`config.mk`:
```
export PLATFORM = sky130hd
export DESIGN_NAME = dual_div
export DESIGN_NICKNAME = d
export VERILOG_FILES = /design/src/rtl/dual_div.sv
export SDC_FILE = /design/constraint.sdc
export NUM_CORES = 1
export LEC_CHECK = 0
export BUFFER_PORTS_ARGS = -buffer_cell sky130_fd_sc_hd__buf_2
export CAP_MARGIN = 20
export CORE_AREA = 2 2 44 46
export CTS_CLUSTER_SIZE = 24
export DETAILED_ROUTE_END_ITERATION = 10
export DIE_AREA = 0 0 46 48
export GPL_TIMING_DRIVEN = 0
export PLACE_DENSITY_LB_ADDON = 0.3
export SETUP_SLACK_MARGIN = 0.1
export SLEW_MARGIN = 0
export SYNTH_ARGS = -nofsm -noshare
export SYNTH_HDL_FRONTEND = slang
export SYNTH_SLANG_ARGS = --single-unit
```
`constraint.sdc`:
```
create_clock -name clk -period 2.6 [get_ports clk]
set_clock_uncertainty 0.2 [all_clocks]
set_input_delay 0.52 -clock clk [delete_from_list [all_inputs] [get_ports clk]]
set_output_delay 0.52 -clock clk [all_outputs]
set_load 0.005 [all_outputs]
```
`src/rtl/dual_div.sv`:
```
`default_nettype none
// ============================================================================
// Module      : dual_div
// Description : Pulse-swallow programmable integer divider. A dual-modulus
//               prescaler (M / M+1, M = 2**S_WIDTH) is steered by a swallow
//               counter S and a program counter P, giving one output pulse
//               every N = M*Pe + Se input clocks, where
//               Pe = max(Pi, 1) and Se = min(Si, Pe).
//               Pi/Si are resampled only on load edges, which are the first
//               edge after reset release and every edge that drives Fdiv
//               high. An upstream modulator can therefore retune the divider
//               once per output period.
// Ports       : clk   - input clock, all state changes on its rising edge
//               rst_n - asynchronous reset, ACTIVE-HIGH despite the name
//               Si    - swallow count (prescaler cycles of length M+1)
//               Pi    - program count (total prescaler cycles per period)
//               Fdiv  - registered one-clock-wide pulse, once per period
// Revision    : 1.0 - initial release
// ============================================================================
module dual_div #(
    parameter int P_WIDTH = 5,
    parameter int S_WIDTH = 3
) (
    input  logic               clk,
    input  logic               rst_n,
    input  logic [S_WIDTH-1:0] Si,
    input  logic [P_WIDTH-1:0] Pi,
    output logic               Fdiv
);

    localparam int M  = 2 ** S_WIDTH;
    // Prescaler counts down from M (M+1 cycle) or M-1 (M cycle) to 0.
    localparam int CW = S_WIDTH + 1;
    // Common width for comparing Si against the effective program count.
    localparam int XW = (P_WIDTH > S_WIDTH) ? P_WIDTH : S_WIDTH;

    logic [CW-1:0]      presc_q, presc_d;
    logic [S_WIDTH-1:0] swal_q,  swal_d;
    logic [P_WIDTH-1:0] prog_q,  prog_d;
    logic               load_pend_q, load_pend_d;
    logic               fdiv_q,  fdiv_d;

    // Effective (clamped) modulus values; only consumed on load edges.
    logic [P_WIDTH-1:0] pe;
    logic [S_WIDTH-1:0] se;
    logic [XW-1:0]      pe_x;
    logic [XW-1:0]      si_x;

    always_comb begin
        pe   = (Pi == '0) ? P_WIDTH'(1) : Pi;
        pe_x = XW'(pe);
        si_x = XW'(Si);
        // When Si exceeds Pe, Pe is below 2**S_WIDTH, so the cast is lossless.
        se   = (si_x > pe_x) ? S_WIDTH'(pe_x) : Si;
    end

    // Start value for a prescaler cycle: M+1 clocks while swallowing.
    function automatic logic [CW-1:0] presc_start(input logic [S_WIDTH-1:0] sw);
        return (sw != '0) ? CW'(M) : CW'(M - 1);
    endfunction

    logic               end_cycle;
    logic               term;
    logic [S_WIDTH-1:0] swal_dec;

    always_comb begin
        end_cycle   = (presc_q == '0);
        // prog_q holds the number of prescaler cycles left including the
        // current one, so the period ends when the last cycle completes.
        term        = !load_pend_q && end_cycle && (prog_q == P_WIDTH'(1));
        swal_dec    = (swal_q == '0) ? '0 : swal_q - S_WIDTH'(1);

        presc_d     = presc_q;
        swal_d      = swal_q;
        prog_d      = prog_q;
        load_pend_d = 1'b0;
        fdiv_d      = 1'b0;

        if (load_pend_q || term) begin
            // Load edge: capture the new modulus for the following period.
            prog_d  = pe;
            swal_d  = se;
            presc_d = presc_start(se);
            fdiv_d  = term;
        end else if (end_cycle) begin
            prog_d  = prog_q - P_WIDTH'(1);
            swal_d  = swal_dec;
            presc_d = presc_start(swal_dec);
        end else begin
            presc_d = presc_q - CW'(1);
        end
    end

    always_ff @(posedge clk or posedge rst_n) begin
        if (rst_n) begin
            presc_q     <= '0;
            swal_q      <= '0;
            prog_q      <= '0;
            load_pend_q <= 1'b1;
            fdiv_q      <= 1'b0;
        end else begin
            presc_q     <= presc_d;
            swal_q      <= swal_d;
            prog_q      <= prog_d;
            load_pend_q <= load_pend_d;
            fdiv_q      <= fdiv_d;
        end
    end

    assign Fdiv = fdiv_q;

endmodule
`default_nettype wire

```
[Word level (Yosys, flattened, before mapping)]
Index checks and enable logic that the tools add are counted.
Cells by class
  add/sub/neg operators: 3
  equal/unequal tests: 1
  order comparisons: 1
  multiplexer cells: 12
  reductions and logical operators: 10
Operators by type and width (count)
  4-bit 2-to-1 mux: 4
  5-bit 2-to-1 mux: 3
  3-bit 2-to-1 mux: 4
  3-bit nonzero test: 2
  5-bit by 1-bit equality test with 1-bit output (second input constant): 1
  3-bit by 5-bit > comparator with 1-bit output: 1
  5-bit zero test: 1
  5-bit by 1-bit subtractor with 5-bit output (second input constant): 1
  4-bit zero test: 1
  4-bit by 1-bit subtractor with 4-bit output (second input constant): 1
  3-bit zero test: 1
  3-bit by 1-bit subtractor with 3-bit output (second input constant): 1
  1-bit logical AND: 2
  2-bit nonzero test: 1
  1-bit zero test: 1
  1-bit logical OR: 1
  1-bit 2-to-1 mux: 1
Storage, ports and cells
  output and inout port bits: 1
  input bits: 10
  logic and storage cells: 32
  register bits after elaboration: 14

[Longest topological paths before layout]
  depth after elaboration: 7
  mapped depth: 8
  gate-level depth less buffers: 8

[Worst setup path after synthesis]
Ideal clock, no wire load.
  path type: input to register
  start point: input port Pi[4]
  end point: register presc_q[2]
  data required time: 2.260 ns
  slack: -0.235 ns
  buffers on the path: 0
  stages: 7
  arrival: 2.495 ns
  library setup time: 0.140 ns
  path through: o41ai_1 ha_1 a311o_1 a21oi_4 mux2_2 a32oi_1 o21ai_0
On the way
  longest elaborated chain between the ends: 7
Ends and longest elaborated chain
  start: declaration: RTL line 27  | input logic [P_WIDTH-1:0] Pi,
  5-bit zero test: RTL line 50  | pe = (Pi == '0) ? P_WIDTH'(1) : Pi;
  5-bit 2-to-1 mux (*): RTL line 50
  3-bit by 5-bit > comparator with 1-bit output: RTL line 54  | se = (si_x > pe_x) ? S_WIDTH'(pe_x) : Si;
  3-bit 2-to-1 mux (*): RTL line 54
  3-bit nonzero test (*): RTL line 59  | return (sw != '0) ? CW'(M) : CW'(M - 1);
  4-bit 2-to-1 mux (*): RTL line 59
  4-bit 2-to-1 mux (*): RTL line 79  | if (load_pend_q || term) begin
  via presc_d[2]: RTL line 37  | logic [CW-1:0] presc_q, presc_d;
  end signal: assignment: RTL line 102  | presc_q <= presc_d;
  end: declaration: RTL line 37
The timed path passes the listed nets; every way through them passes the cells marked *.
A chain may end at the register's enable or synchronous reset.

[Worst setup path after layout]
  start point: input port Pi[4]
  end point: register presc_q[1]
Same word-level chain as after synthesis.

==> impl_metrics.env <==
export IMPL_ff2ff_path_depth=7
export IMPL_drt_vias_per_instance=5.888
export IMPL_holdBufCountCts=0
export IMPL_wire_length_of_the_first_global_routing_pass_um=3098
export IMPL_synth_seq_area_share=0.3787
export IMPL_path_clk_slew_ns=0.09
export IMPL_nFillCells=138
export IMPL_floorplan_initialDensity=0.5496
export IMPL_detailed_place_hpwl_um=1387
export IMPL_numClockSinks=14
export IMPL_detailedRoute_firstIterationViolations=23
export IMPL_timing_rr_end="presc_q[3]"
export IMPL_timing_max_cap_violations=0
export IMPL_drt_antenna_violating_nets=0
export IMPL_max_fo_critical_path=4
export IMPL_final_weighted_congestion_in_routability_driven_placement=0.7649
export IMPL_floorplan_die_width_um=46
export IMPL_synth_top_cell_area_share=0.3504
export IMPL_synthTopCellsByArea="dfrtp_1 35%, ha_1 11%, a21oi_1 5.4%, nor2_1 5.3%, inv_1 4.9%"
export IMPL_wl_per_cell_um=14.94
export IMPL_setup_viol=0
export IMPL_area_growth_pct=26.28
export IMPL_worstSetupPathType="input port to flop"
export IMPL_core_rowCount=15
export IMPL_setup_repair_after_global_routing_missed_its_margin="yes"
export IMPL_timing_critical_path_from="Pi[4]"
export IMPL_worst_endpoint_required_ns=2.56
export IMPL_core_area_mm2=0.001689
export IMPL_report_final_slew_viol_count=0
export IMPL_powerDensity_mw_per_mm2=652.7
export IMPL_mappedNetlistArea_um2=928.4
export IMPL_vias_in_the_first_global_route=769
export IMPL_critical_path_startpoint_type="input port"
export IMPL_grt_use_total=0.2009
export IMPL_hold_viol_final=0
export IMPL_firstDrtPassIters=4
export IMPL_io_pins=11
export IMPL_r2r_setup_slack_ns=0.30
export IMPL_cts_tree="built"
export IMPL_crit_path_end="presc_q[1]"
export IMPL_hold_path_class="input port to async pin"
export IMPL_final_seq_area_um2=351.6
export IMPL_vias=842
export IMPL_io_buffers=10
export IMPL_final_layout_size_suffix_gt1_frac=0.2619
export IMPL_finalSetupTns_ns=0
export IMPL_syn_num_nets=121
export IMPL_maxClockFrequency_mhz=398.0
export IMPL_critPathCaptureType="flop"
export IMPL_floorplan_die_height_um=48
export IMPL_synth_largest_area_cell="dfrtp_1"
export IMPL_worstPathArrival_ns=2.47
export IMPL_antenna_violations_before_repair=0
export IMPL_ffs_latches_synth=14
export IMPL_overflow=0
export IMPL_synth_ff_type="dfrtp_1"
export IMPL_count_of_inserted_antenna_diode_cells=0
export IMPL_status="finished, final reports clean"
export IMPL_worst_slew_margin_rel=0.6509
export IMPL_synthDistinctLibCells=37
export IMPL_clkLatencyLatePin_ns=0.28
export IMPL_synthesis_instances=103
export IMPL_timing_final_crit_share=0.9665
export IMPL_post_route_min_period_ns=2.513
export IMPL_multiInputGateArea_um2=576.8
export IMPL_cts_htree_levels=1
export IMPL_synth_edf_count=0
export IMPL_wl_um=2137
export IMPL_timing_worst_slew_pin_value_ns=0.5230
export IMPL_fp_dieArea_mm2=0.002208
export IMPL_worst_ir_drop_vdd_mv=0.4532
export IMPL_fin_worst_hold_slack_ns=0.05064
export IMPL_regToRegStartpoint="presc_q[0]"
export IMPL_synth_async_reset_ratio=1.000
export IMPL_cts_inserted_buffers=3
export IMPL_clockBufferDepth=2
export IMPL_final_nets=145
export IMPL_drc=0
export IMPL_cts_root_buffer="clkbuf_4"
export IMPL_grt_max_degree=15
export IMPL_yosysWarningCount=0
export IMPL_synthesis_area_per_instance_um2=9.013
export IMPL_total_leakage_power_nw=0.5502
-- what timing repair did --
item | in CTS | in global routing
gates resized for setup | 1 | 8
pin swaps | 1 | 3
setup endpoints to repair | 4 | 4
cloned | 0 | 0
buffers inserted | 2 | 7
-- power breakdown --
group	switching [mW]	internal, mW
logic	0.150	0.141
registers	0.0474	0.263
clock network	0.0783	0.0852
-- layout make-up --
class | count | share of cell area
multi-input cells | 75 | 0.4920
plain buffers | 2 | 0.006403
flip-flops and latches | 14 | 0.2999
inverters | 12 | 0.03842
clock buffers | 4 | 0.03095
well taps | 17 | 0.01814
repair buffers | 19 | 0.1142
-- critical path: stages --
cell and delay (ns):
buf_8 0.10, o41ai_4 0.37, ha_1 0.29, a311o_1 0.30
a21oi_4 0.16, mux2_4 0.33, a32oi_4 0.27, o31ai_1 0.12
-- cells in the mapped netlist, drive strengths merged, types with 2 or more instances --
master and n:
inv 12, o21ai 7, mux2i 2, dfrtp 13, nand2 3, a21oi 11
xor2 2, nor2b 3, nor2 13, nor3b 2, nor3 2, o31ai 3
xnor2 2, ha 8
-- layer usage --
metal  wire length [µm]  track usage
met1                927       0.2442
met2               1091       0.3500
met3                 97      0.03396
met4                 20      0.08571
met5                  0            0
-- state kept, by name, indices dropped and copies added, names as in the netlist --
| signal | count |
|---|---|
| load_pend_q | 1 |
| swal_q | 3 |
| prog_q | 5 |
| presc_q | 4 |
| Fdiv | 1 |
-- per-stage QoR --
stage / setup slack, ns / instance area (µm²) / instances / power [mW] / util
2_1_floorplan: 0.01113 / 958.4 / 103 / 0.4929 / -
6_report: 0.08713 / 1172 / 143 / 0.7652 / 0.6941
5_1_grt: 0.05597 / 1172 / 143 / 0.8125 / 0.6941
3_5_place_dp: -0.3428 / 1030 / 130 / 0.5536 / 0.6096
3_3_place_gp: -0.2960 / 1030 / 130 / 0.5362 / 0.6096
4_1_cts: 0.1043 / 1092 / 136 / 0.7226 / 0.6467
-- worst min path at each step --
stage,end,cells after the start,start
finish,prog_q[0],2,rst_n
global placement,presc_q[0],1,presc_q[0]
floorplan,Fdiv,1,rst_n
global route,prog_q[0],2,rst_n
CTS,prog_q[0],2,rst_n
detailed placement,presc_q[0],1,presc_q[0]
-- placed cells by master, fill, tap and decap left out, types with 3 or more instances in the layout --
master / n
nor2b_1: 3
buf_2: 8
buf_4: 9
a21oi_1: 10
o21ai_0: 6
clkbuf_4: 3
dfrtp_1: 13
ha_1: 8
nor2_1: 13
inv_1: 12
-- logic make-up (layout without fill, tap and decap cells) --
group,count (synthesis),count (layout),share of synthesized area
XOR/XNOR,4,4,0.03774
other,1,1,0.004039
AND/OR/NAND/NOR,30,30,0.1766
adder cells (fa/ha/maj),8,8,0.1078
AO/OA/AOI/OAI,29,29,0.2049
buffers and inverters,14,37,0.05659
multiplexers,3,3,0.03369
flip-flops,14,14,0.3787
Power figures use the tool's default switching activity.
